`src/rtl/seqgen_tx.sv`:
```
// Serial pattern transmitter: shifts a WIDTH-bit pattern out MSB-first, with
// optional repetitions separated by idle gaps. Every output is a flop.
module seqgen_tx #(
  parameter int               WIDTH       = 5,
  parameter logic [WIDTH-1:0] DEFAULT_PAT = 5'b10001,
  parameter logic             IDLE_BIT    = 1'b0,
  parameter int               CNT_W       = 4
) (
  input  logic             clk,
  input  logic             clr,
  input  logic             load,
  input  logic [WIDTH-1:0] pat_in,
  input  logic             start,
  input  logic [CNT_W-1:0] repeat_n,
  input  logic [CNT_W-1:0] gap,
  output logic             dout,
  output logic             busy,
  output logic             frame_start,
  output logic             done,
  output logic [1:0]       o_dbg_state
);

  localparam int BCW = $clog2(WIDTH);

  typedef enum logic [1:0] {
    S_IDLE = 2'd0,
    S_SEND = 2'd1,
    S_GAP  = 2'd2
  } state_t;

  state_t           r_state, w_state_n;
  logic [WIDTH-1:0] r_pat, w_pat_n;
  logic [WIDTH-1:0] r_shreg, w_shreg_n;
  logic [CNT_W-1:0] r_rep, w_rep_n;
  logic [CNT_W-1:0] r_gap_len, w_gap_len_n;
  logic [CNT_W-1:0] r_gap_cnt, w_gap_cnt_n;
  logic [BCW-1:0]   r_bit_cnt, w_bit_cnt_n;
  logic             w_dout_n, w_busy_n, w_fs_n, w_done_n;
  logic [WIDTH-1:0] w_src;

  // A simultaneous load and start transmits the freshly loaded pattern.
  assign w_src       = load ? pat_in : r_pat;
  assign o_dbg_state = r_state;

  always_ff @(posedge clk or negedge clr) begin
    if (!clr) begin
      r_state     <= S_IDLE;
      r_pat       <= DEFAULT_PAT;
      r_shreg     <= '0;
      r_rep       <= '0;
      r_gap_len   <= '0;
      r_gap_cnt   <= '0;
      r_bit_cnt   <= '0;
      dout        <= IDLE_BIT;
      busy        <= 1'b0;
      frame_start <= 1'b0;
      done        <= 1'b0;
    end else begin
      r_state     <= w_state_n;
      r_pat       <= w_pat_n;
      r_shreg     <= w_shreg_n;
      r_rep       <= w_rep_n;
      r_gap_len   <= w_gap_len_n;
      r_gap_cnt   <= w_gap_cnt_n;
      r_bit_cnt   <= w_bit_cnt_n;
      dout        <= w_dout_n;
      busy        <= w_busy_n;
      frame_start <= w_fs_n;
      done        <= w_done_n;
    end
  end

  always_comb begin
    w_state_n   = r_state;
    w_pat_n     = r_pat;
    w_shreg_n   = r_shreg;
    w_rep_n     = r_rep;
    w_gap_len_n = r_gap_len;
    w_gap_cnt_n = r_gap_cnt;
    w_bit_cnt_n = r_bit_cnt;
    w_dout_n    = IDLE_BIT;
    w_fs_n      = 1'b0;
    w_done_n    = 1'b0;
    case (r_state)
      S_IDLE: begin
        if (load) w_pat_n = pat_in;
        if (start) begin
          w_shreg_n   = w_src;
          w_rep_n     = repeat_n;
          w_gap_len_n = gap;
          w_bit_cnt_n = BCW'(WIDTH - 1);
          w_dout_n    = w_src[WIDTH-1];
          w_fs_n      = 1'b1;
          w_state_n   = S_SEND;
        end
      end
      S_SEND: begin
        // dout always mirrors shreg MSB while sending.
        if (r_bit_cnt != '0) begin
          w_shreg_n   = {r_shreg[WIDTH-2:0], IDLE_BIT};
          w_bit_cnt_n = r_bit_cnt - 1'b1;
          w_dout_n    = r_shreg[WIDTH-2];
        end else if (r_rep == '0) begin
          w_done_n  = 1'b1;
          w_state_n = S_IDLE;
        end else if (r_gap_len == '0) begin
          w_rep_n     = r_rep - 1'b1;
          w_shreg_n   = r_pat;
          w_bit_cnt_n = BCW'(WIDTH - 1);
          w_dout_n    = r_pat[WIDTH-1];
          w_fs_n      = 1'b1;
        end else begin
          w_rep_n     = r_rep - 1'b1;
          w_gap_cnt_n = r_gap_len - 1'b1;
          w_state_n   = S_GAP;
        end
      end
      S_GAP: begin
        if (r_gap_cnt == '0) begin
          w_shreg_n   = r_pat;
          w_bit_cnt_n = BCW'(WIDTH - 1);
          w_dout_n    = r_pat[WIDTH-1];
          w_fs_n      = 1'b1;
          w_state_n   = S_SEND;
        end else begin
          w_gap_cnt_n = r_gap_cnt - 1'b1;
        end
      end
      default: w_state_n = S_IDLE;
    endcase
    w_busy_n = (w_state_n != S_IDLE);
  end

endmodule

```
`config.mk`:
```
export PLATFORM = sky130hd
export DESIGN_NAME = seqgen_tx
export DESIGN_NICKNAME = d
export VERILOG_FILES = /design/src/rtl/seqgen_tx.sv
export SDC_FILE = /design/constraint.sdc
export NUM_CORES = 1
export LEC_CHECK = 0
export ABC_AREA = 1
export CAP_MARGIN = 20
export CORE_MARGIN = 5
export CORE_UTILIZATION = 45
export DETAILED_ROUTE_END_ITERATION = 8
export PLACE_DENSITY = 0.74
export SETUP_SLACK_MARGIN = 0.1
export SYNTH_ARGS = -nofsm -noshare
export SYNTH_HDL_FRONTEND = slang
export SYNTH_SLANG_ARGS = --single-unit
```
`constraint.sdc`:
```
create_clock -name clk -period 1.65 [get_ports clk]
set_input_delay 0.33 -clock clk [delete_from_list [all_inputs] [get_ports clk]]
set_output_delay 0.33 -clock clk [all_outputs]
set_load 0.005 [all_outputs]
```
==> summary.md <==
| Metric | Value |
|---|---|
| Initial antenna violation count | 0 |
| Critical Path Max Stage Delay | 0.39 ns |
| Avg Inst Size Synth | 8.32 um^2 |
| Synth top area cells | dfrtp_1 (39%), nand2_1 (14%), ha_1 (4.2%), inv_1 (3.8%), nand3_1 (3.3%) |
| CTS Buf Count | 5 |
| Post-Syn Area | 1800 um^2 |
| Critical path capture point type | flop |
| WS Path Type | reg2reg |
| Final Wtd Congestion | 0.820 |
| Routed length per instance | 12.4 um |
| Internal power | 2.52 mW |
| Lkg Pwr | 1.12 nW |
| Crit-path cells | inv_2 -> ha_4 -> clkbuf_2 -> nand2_1 -> o21ai_1 -> nor2_1 -> nand2_1 -> xnor2_1 -> o21ai_1 |
| Post-DRT Antenna Nets | 0 |
| Slew margin rel. | 0.742 |
| Crit. Startpoint | o_dbg_state[0] |
| Crit Path Max Fanout | 6 |
| Worst-Margin Slew | 0.387 ns |
| HPWL Detailed | 2.72 mm |
| Largest area contributor in the netlist | dfrtp_1 |
| Period utilization | 0.922 |
| Worst EP required | 1.82 ns |
| Yosys reg bits | 30 |
| Fill cell count | 341 |
| Total power | 4.56 mW |
| Hold buffer count at CTS | 0 |
| Total track usage | 0.152 |
| Maximum vdd drop | 1.02 mV |
| Area Overhead vs Synth | 29.0% |
| Vias in the first global route | 1450 |
| Max-cap violations | 0 |
| Root Buffer | clkbuf_8 |
| Diodes inserted | 0 |
| Fmax | 0.657 GHz |
| Initial Util | 0.456 |
| Gate power share | 0.579 |
| Type of origin of the critical path | flop |
| Clk_skew | 0.00386 ns |
| Layout cells sized above 1 | 0.280 |
| Util after Layout | 0.588 |
| 1st-iter DRT viols | 92 |
| DRT Wirelength | 3.82 mm |
| Met1 WL | 1.76 mm |
| Clk pwr share | 0.121 |
| Die area | 5360 um^2 |
| Number of buffer and inverter stages on the critical path | 2 |
| IO Pins | 23 |
| Sw frac | 0.447 |
| Crit-path leading delay family | flip-flops |
| Hold Crit Class | in2async |
| Mapped Cells | 216 |
| Post-synth top area share | 0.390 |
| Met3 Wirelength | 188 um |
| Worst R2R Start | o_dbg_state[0] |
| FP Rows | 23 |
| Max-slew violation count | 0 |
| Post-route DRC violation count | 0 |
| Congestion Overflow GR | 0 |
| CTS Sinks | 30 |
| Via Count | 1494 |
| Buffers on Ports | 22 |
| Slowest CP cell | dfrtp_1 |
| Core area | 3940 um^2 |
| CTS max path bufs | 2 |
| Met2 WL post-DR | 1.79 mm |
| Yosys cell types | 34 |
| RSZ-0062 raised after global routing | true |
| Vias per cell | 4.87 |
| WP data arrival | 1.69 ns |
| Power Density | 1970 nW/um^2 |
| TritonCTS clock tree | yes |
| First-pass GRT wire length | 6.27 mm |
| Sequential share of the synthesized area | 0.419 |
| Sw power | 2.04 mW |
| Die X | 73.2 um |
| First-pass iteration count of the detailed router | 4 |
| Fin. Hold Viols | 0 |
| Clk Latency, worst-skew pair | 0.28 ns |
| Syn Nets | 239 |
| Fin nets | 279 |
| Clock transition at the registers of the reported paths | 0.06 ns |
| Number of synthesis warnings | 0 |
| Die Y | 73.2 um |
| Status | completed |
| Final number of setup-violating endpoints | 0 |
| H-tree levels | 2 |
| Sequential power share | 0.299 |
| Post-route minimum period | 1.52 ns |
| Top Metal Used | met4 |
| Pin count of the biggest net entering global routing | 31 |
==> power by group through the flow <==
stage	Combinational, mW	Sequential [mW]	Clock (mW)
2_1_floorplan	1.81	1.32	0
3_3_place_gp	2.35	1.35	0
3_5_place_dp	2.40	1.36	0
4_1_cts	2.47	1.35	0.574
5_1_grt	2.98	1.40	0.602
6_report	2.64	1.37	0.554
==> cell families (layout without fill, tap and decap cells) <==
family	Yosys count	count (layout)	synth area share
flops	30	30	0.419
xor+xnor	2	2	0.00974
buf+inv	30	70	0.0717
simple gates	111	112	0.322
fa+ha+maj	6	6	0.0418
compound gates	30	30	0.0946
mux	7	7	0.0411
==> cell type report <==
type                    instances  area [um^2]  share of cell area
multi-input cells             157          995               0.429
flip-flops and latches         30          754               0.325
repair buffers                 35          317               0.136
inverters                      27          111              0.0480
clock buffers                   8         80.1              0.0345
well taps                      50         62.6              0.0270
==> state kept, by name, summed over array words and instances, names as in the netlist <==
register     count
busy             1
r_gap_cnt        4
done             1
r_shreg          4
dout             1
r_pat            5
r_bit_cnt        3
frame_start      1
r_rep            4
r_gap_len        4
o_dbg_state      2
==> through the flow <==
stage / instance area [um^2] / hold slack [ns] / worst slack, ns / instances / setup TNS [ns]
after CTS: 2220 / 0.433 / 0.101 / 302 / 0
after global routing: 2320 / 0.474 / 0.0402 / 307 / 0
after floorplan: 1800 / 0.0344 / 0.102 / 216 / 0
after detailed placement: 2110 / 0.478 / -0.00191 / 292 / -0.00191
after global placement: 2110 / 0.476 / 0.0336 / 292 / 0
final: 2320 / 0.427 / 0.128 / 307 / 0
==> metal layers <==
metal	vias up	global-route usage
met5	-	0
met4	0	0.0717
met3	8	0.0455
met2	36	0.235
met1	676	0.194
li1	774	-
==> path summary, 6_finish.rpt <==
path                                 to  slack, ns  cells after the start
min in group clk           r_gap_cnt[0]       0.49                      2
max in group asynchronous      r_pat[0]       0.89                      2
min reg2reg                r_gap_cnt[0]       0.49                      2
max reg2reg                r_gap_cnt[3]       0.13                      9
min                         frame_start       0.43                      2
max                        r_gap_cnt[3]       0.13                      9
==> Yosys cell counts <==
library cell,number
dfrtp_1,28
inv_2,7
nor2_2,3
mux2i_1,4
nor2_4,4
buf_4,2
nor2_1,6
xnor2_1,2
inv_6,1
buf_2,1
o21ai_1,11
a21oi_2,1
nand2_4,2
nand2_1,69
o211ai_1,1
nand3_1,12
nand2_2,6
inv_1,18
ha_1,6
a211oi_1,1
mux2_2,3
nand3_2,4
a22oi_1,1
a31oi_1,1
o221ai_1,1
or2_0,1
inv_4,1
o21ai_2,1
o21ai_0,11
nand4_1,1
nor2_8,2
a21oi_1,1
dfstp_2,2
nand4_4,1
==> cells in the final DEF, fill, tap and decap left out, drive strengths merged <==
cell type       n
o211ai          1
dlygate4sd2     1
a31oi           1
nand4           2
dlymetal6s2s    1
a21oi           2
inv            27
nand3          16
nand2          77
mux2i           4
a22oi           1
o221ai          1
xnor2           2
o21ai          23
buf            12
mux2            3
or2             1
clkdlybuf4s50  20
ha              6
a211oi          1
dfrtp          28
clkbuf          9
dfstp           2
nor2           16
==> repair_timing <==
action                     CTS  global route
pin swaps                    1             7
setup buffers                1             5
gates resized for setup      3            19
cloned                       1             0
setup endpoints to repair   12            18
Note: power is estimated with default switching activity, not from simulation.
